<file path="src/rtl/reg_seq.sv">
// reg_seq: multi-cycle sequencer that runs MOV/ADD/SUB/SWAP on an external
// single-port register file. Address 3 is the read-only user input.
module reg_seq (
  input  logic       clk,
  input  logic       rst,
  input  logic       start,
  input  logic [1:0] op,
  input  logic [1:0] dst,
  input  logic [1:0] src,
  output logic       busy,
  output logic       done,
  output logic       err,
  output logic [7:0] result,
  output logic       carry,
  output logic [1:0] rf_a,
  output logic       rf_ce,
  output logic [7:0] rf_in,
  input  logic [7:0] rf_out
);

  typedef enum logic [2:0] {
    S_IDLE   = 3'd0,
    S_RD_SRC = 3'd1,
    S_RD_DST = 3'd2,
    S_WR_DST = 3'd3,
    S_WR_SRC = 3'd4,
    S_DONE   = 3'd5
  } state_e;

  localparam logic [1:0] OP_MOV  = 2'd0;
  localparam logic [1:0] OP_ADD  = 2'd1;
  localparam logic [1:0] OP_SUB  = 2'd2;
  localparam logic [1:0] OP_SWAP = 2'd3;

  state_e     state_q, state_d;
  logic [1:0] op_q, op_d, dst_q, dst_d, src_q, src_d;
  logic [7:0] tmp_s_q, tmp_s_d, tmp_d_q, tmp_d_d;
  logic [7:0] result_q, result_d;
  logic       carry_q, carry_d, err_q, err_d;
  logic       busy_q, busy_d, done_q, done_d;
  logic [1:0] rf_a_s;
  logic       rf_ce_s;
  logic [7:0] rf_in_s;
  logic [8:0] sum_s, diff_s;
  logic       illegal_s;

  // Bit 8 of the 9-bit difference is the borrow, i.e. tmp_d < tmp_s.
  assign sum_s     = {1'b0, tmp_d_q} + {1'b0, tmp_s_q};
  assign diff_s    = {1'b0, tmp_d_q} - {1'b0, tmp_s_q};
  assign illegal_s = (dst == 2'd3) || ((src == 2'd3) && (op == OP_SWAP));

  // Next-state, datapath and register-file port decode.
  always_comb begin
    state_d  = state_q;
    op_d     = op_q;
    dst_d    = dst_q;
    src_d    = src_q;
    tmp_s_d  = tmp_s_q;
    tmp_d_d  = tmp_d_q;
    result_d = result_q;
    carry_d  = carry_q;
    err_d    = err_q;
    rf_a_s   = 2'd0;
    rf_ce_s  = 1'b0;
    rf_in_s  = 8'd0;
    case (state_q)
      S_IDLE: begin
        if (start) begin
          op_d  = op;
          dst_d = dst;
          src_d = src;
          if (illegal_s) begin
            err_d   = 1'b1;
            state_d = S_DONE;
          end else begin
            err_d   = 1'b0;
            state_d = S_RD_SRC;
          end
        end else begin
          state_d = S_IDLE;
        end
      end
      S_RD_SRC: begin
        rf_a_s  = src_q;
        tmp_s_d = rf_out;
        state_d = (op_q == OP_MOV) ? S_WR_DST : S_RD_DST;
      end
      S_RD_DST: begin
        rf_a_s  = dst_q;
        tmp_d_d = rf_out;
        state_d = S_WR_DST;
      end
      S_WR_DST: begin
        rf_a_s  = dst_q;
        rf_ce_s = 1'b1;
        case (op_q)
          OP_ADD: begin
            rf_in_s = sum_s[7:0];
            carry_d = sum_s[8];
          end
          OP_SUB: begin
            rf_in_s = diff_s[7:0];
            carry_d = diff_s[8];
          end
          default: begin
            rf_in_s = tmp_s_q;
            carry_d = 1'b0;
          end
        endcase
        result_d = rf_in_s;
        state_d  = (op_q == OP_SWAP) ? S_WR_SRC : S_DONE;
      end
      S_WR_SRC: begin
        rf_a_s  = src_q;
        rf_ce_s = 1'b1;
        rf_in_s = tmp_d_q;
        state_d = S_DONE;
      end
      S_DONE: begin
        state_d = S_IDLE;
      end
      default: begin
        state_d = S_IDLE;
      end
    endcase
    busy_d = (state_d != S_IDLE) && (state_d != S_DONE);
    done_d = (state_d == S_DONE);
  end

  // State and output registers with synchronous reset.
  always_ff @(posedge clk) begin
    if (rst) begin
      state_q  <= S_IDLE;
      op_q     <= 2'd0;
      dst_q    <= 2'd0;
      src_q    <= 2'd0;
      tmp_s_q  <= 8'd0;
      tmp_d_q  <= 8'd0;
      result_q <= 8'd0;
      carry_q  <= 1'b0;
      err_q    <= 1'b0;
      busy_q   <= 1'b0;
      done_q   <= 1'b0;
    end else begin
      state_q  <= state_d;
      op_q     <= op_d;
      dst_q    <= dst_d;
      src_q    <= src_d;
      tmp_s_q  <= tmp_s_d;
      tmp_d_q  <= tmp_d_d;
      result_q <= result_d;
      carry_q  <= carry_d;
      err_q    <= err_d;
      busy_q   <= busy_d;
      done_q   <= done_d;
    end
  end

  assign busy   = busy_q;
  assign done   = done_q;
  assign err    = err_q;
  assign result = result_q;
  assign carry  = carry_q;
  assign rf_a   = rf_a_s;
  // A reset landing on a write cycle must not commit that write.
  assign rf_ce  = rf_ce_s & ~rst;
  assign rf_in  = rf_in_s;

endmodule

</file>
<file path="config.mk">
export PLATFORM = sky130hd
export DESIGN_NAME = reg_seq
export DESIGN_NICKNAME = d
export VERILOG_FILES = /design/src/rtl/reg_seq.sv
export SDC_FILE = /design/constraint.sdc
export NUM_CORES = 1
export LEC_CHECK = 0
export BUFFER_PORTS_ARGS = -buffer_cell sky130_fd_sc_hd__buf_2
export CAP_MARGIN = 25
export CORE_MARGIN = 5
export CORE_UTILIZATION = 50
export DETAILED_ROUTE_END_ITERATION = 10
export GPL_ROUTABILITY_DRIVEN = 0
export PLACE_DENSITY = 0.78
export SYNTH_ARGS = -nofsm -noshare
export SYNTH_HDL_FRONTEND = slang
export SYNTH_SLANG_ARGS = --single-unit
</file>
<file path="constraint.sdc">
create_clock -name clk -period 2.02 [get_ports clk]
set_input_delay 0.202 -clock clk [delete_from_list [all_inputs] [get_ports clk]]
set_output_delay 0.202 -clock clk [all_outputs]
set_load 0.02 [all_outputs]
</file>
==> flow_summary.toml <==
[run_status]
outcome = "finished with violations"
violations_in_the_final_reports = "setup timing"

[final_layout]
post-route-cell-area_sq_um = 3920
num_antenna_cells = 0
layout-drive-gt1-share = 0.500
num-nets-final = 461
post_layout_nonfiller_instances = 489
syn2layout_area_growth_pct = 57.3
nFillCells = 228

[place]
detailedPlacementHpwl_um = 5290
dp.cells = 453
placed_cell_area_sq_um = 3100
port-buffer-count = 39

[clock_tree]
cts-buffers-inserted = 5
clkSlewWorstSetupHoldPaths_ns = 0.09
clock-sinks = 37
cts_root_buf = "sky130_fd_sc_hd__clkbuf_8"
clock_tree.buffer_depth = 2
cts_max_level = 2
post_cts_hold_buffer_count = 0
cts_tree = "yes"
insertion_delay_ns = 0.30

[global_route]
first_global_vias = 2889
grt.total_usage = 0.291
grt_first_pass_wirelength_um = 14500
grt_max_degree = 19
grt_antenna_before_repair = 0
grt_overflow = 0

[synth]
postSynthRegisterBits = 37
syn-mean-instance-area_sq_um = 7.90
synth_async_sr_flop_share = 0
post-synth-top-area-fraction = 0.298
synthesis.instances = 315
synth.top_cells.by_area = "sky130_fd_sc_hd__dfxtp_1 (30%), sky130_fd_sc_hd__ha_1 (11%), sky130_fd_sc_hd__a21oi_1 (6.0%)"
synth_area_sq_um = 2490
synth_nets = 355
yosysWarnings = 0
synth_top_area_cell = "sky130_fd_sc_hd__dfxtp_1"
seq_area_frac_synth = 0.298
synth_enable_flop_cells = 0
synth.distinct_cells = 54
synth_flop_cell = "sky130_fd_sc_hd__dfxtp_1"

[run]
cap_violations = 0

[routing]
drt-vias-per-instance = 6.42
drt_first_pass_iters = 8
route.detailed.drc = 0
number_of_drc_violations_after_detailed_routing_iteration_0 = 541
final_antenna_net_count = 0
drt-total-wl_um = 10700
vias = 3139
routed_wire_length_per_instance_um = 22.0

[timing]
worst_rel_slew_slack = 0.605
hold_violations = 0
setup-violations-final = 12
final_min_period_over_clock_period = 1.35
report.final.slew_viol_count = 0
setup_repair_after_global_routing_missed_its_margin = "true"
totalNegativeSetupSlack_ns = -4.73
tightest_slew_ns = 0.586
setup_slack_ns = -0.700
finalClockSkew_ns = 0.00851
period_minus_slack_ns = 2.72
max_clock_freq_mhz = 368

[setup_path]
arrival_ns = 2.52
start_kind = "flip-flop"
path_cells = "ha_2 -> fa_2 -> nand2b_4 -> a21oi_1 -> o21bai_1 -> nor3b_2 -> mux2i_1 -> a22o_1 -> buf_6"
cell_with_the_largest_stage_delay_on_the_worst_path = "sky130_fd_sc_hd__fa_2"
timing.setup.critical_path_class = "flip-flop to output port"
critical_path.max_stage_delay_ns = 0.38
critical_path.endpoint_type = "output port"
path_delay_family = "compound AO/OA/AOI/OAI gates"
largest_driver_fanout_on_the_critical_path = 3
worst-path-buf-inv = 1
cp_data_required_time_ns = 1.82

[power_and_ir_drop]
power.ir.vdd_worst_mv = 0.612
power.static_leakage_nw = 1.78
p_per_area_nw_per_um2 = 756

[floorplanning]
dieHeight_um = 80.6
core_area_sq_um = 4790
dieWidth_um = 80.6
num_io_pins = 40
placementRows = 25
starting_utilization_of_the_core_area = 0.520
dieArea_sq_um = 6490

[worst_hold_path]
worstHoldPathType = "primary input to flip-flop"
flip-flops by register name (all words and copies together), names as in the netlist:
signal   count
tmp_s_q      8
tmp_d_q      8
busy         1
done         1
dst_q        2
carry        1
err          1
result       8
state_q      3
op_q         2
src_q        2
metrics by stage:
stage	utilization	hold slack, ns	setup slack, ns	total power (W)
after CTS	0.765	0.147	-0.523	0.00265
after floorplan	-	0.330	-0.0814	0.00143
final	0.818	0.153	-0.700	0.00296
after global placement	0.648	0.441	-0.239	0.00172
after detailed placement	0.648	0.447	-0.269	0.00175
after global routing	0.818	0.170	-0.709	0.00306
Yosys cell counts (all sizes together), types with 3 or more instances:
| cell | n |
|---|---|
| nor2b | 5 |
| and2 | 3 |
| xnor2 | 4 |
| nor3b | 3 |
| nor3 | 6 |
| a21o | 6 |
| a211oi | 6 |
| inv | 20 |
| dfxtp | 37 |
| nand3 | 7 |
| ha | 21 |
| mux2i | 10 |
| and3 | 4 |
| clkbuf | 11 |
| a21oi | 31 |
| nand2b | 5 |
| nor2 | 40 |
| o21ai | 9 |
| a22o | 3 |
| buf | 7 |
| nand2 | 40 |
| a221oi | 6 |
metal layers:
layer | routed length [um] | part of all wire | global-route usage | vias up
li1 | - | - | - | 1300
met1 | 3940 | 0.37 | 0.344 | 1463
met2 | 4950 | 0.46 | 0.502 | 294
met3 | 1150 | 0.11 | 0.0605 | 82
met4 | 702 | 0.065 | 0.133 | 0
met5 | 0 | 0 | 0 | -
layout by cell type (no fill, tap or decap), types with 4 or more instances in the layout:
master                     synthesis  final
sky130_fd_sc_hd__ha_4              0     11
sky130_fd_sc_hd__a221oi_2          0      5
sky130_fd_sc_hd__a21oi_2           1      6
sky130_fd_sc_hd__o21ai_0           8      6
sky130_fd_sc_hd__a211oi_2          1      4
sky130_fd_sc_hd__dfxtp_2           0      7
sky130_fd_sc_hd__dfxtp_1          37     26
sky130_fd_sc_hd__mux2i_1          10     10
sky130_fd_sc_hd__nand2_1          39     37
sky130_fd_sc_hd__nor2_1           40     37
sky130_fd_sc_hd__nand3_1           7      7
sky130_fd_sc_hd__inv_1            20     13
sky130_fd_sc_hd__buf_4             0     69
sky130_fd_sc_hd__a21o_1            5      5
sky130_fd_sc_hd__clkbuf_8          0      5
sky130_fd_sc_hd__ha_1             21      7
sky130_fd_sc_hd__a21oi_1          30     24
sky130_fd_sc_hd__buf_2             7     32
sky130_fd_sc_hd__inv_2             0      5
sky130_fd_sc_hd__buf_6             0     14
sky130_fd_sc_hd__dfxtp_4           0      4
path summary, 6_finish.rpt:
check                           slack (ns)                     from                     end  depth (start not counted)
worst max-delay path                 -0.70  tmp_s_q[0]$_SDFFE_PP0P_                rf_in[4]                          9
worst min-delay path                  0.15                   src[1]   src_q[1]$_SDFFE_PP0P_                          3
worst max register to register       -0.45  tmp_d_q[0]$_SDFFE_PP0P_  result[2]$_SDFFE_PP0P_                         15
worst min register to register        0.47         err$_SDFFE_PP0P_        err$_SDFFE_PP0P_                          2
report_power, final:
part           leakage, nW  internal [W]  total, W  switching, W
combinational         1.42      0.000690   0.00143      0.000743
sequential           0.307      0.000793  0.000857     0.0000636
clock               0.0554      0.000371  0.000672      0.000300
total                 1.78       0.00185   0.00296       0.00111
kinds of logic after synthesis:
kind of cell / after synthesis / synth area share
AOI/OAI and AO/OA: 78 / 0.218
xor gates and xnor gates: 6 / 0.0211
adders and majority gates: 23 / 0.122
buffers and inverters: 39 / 0.0623
DFF: 37 / 0.298
muxes: 11 / 0.0463
and+or+nand+nor: 121 / 0.233
final cells by class:
cell class	count	area, sq um	share of cell area
inverter	21	86.3	0.0221
clock inverter	2	38.8	0.00991
timing repair buffer	117	876	0.224
multi-input combinational	239	1990	0.509
sequential	37	764	0.195
clock buffer	6	72.6	0.0185
tap	67	83.8	0.0214
worst min-delay path, cell delays in order:
cell                      delay [ns]
sky130_fd_sc_hd__buf_2          0.08
sky130_fd_sc_hd__mux2i_1        0.06
sky130_fd_sc_hd__nor2_1         0.07
repair_timing:
| item | in CTS | in global routing |
|---|---|---|
| cloned | 0 | 1 |
| buffers inserted | 18 | 12 |
| pin swaps | 23 | 19 |
| setup endpoints to repair | 13 | 16 |
| resized for setup | 71 | 39 |
Power figures use the tool's default switching activity.
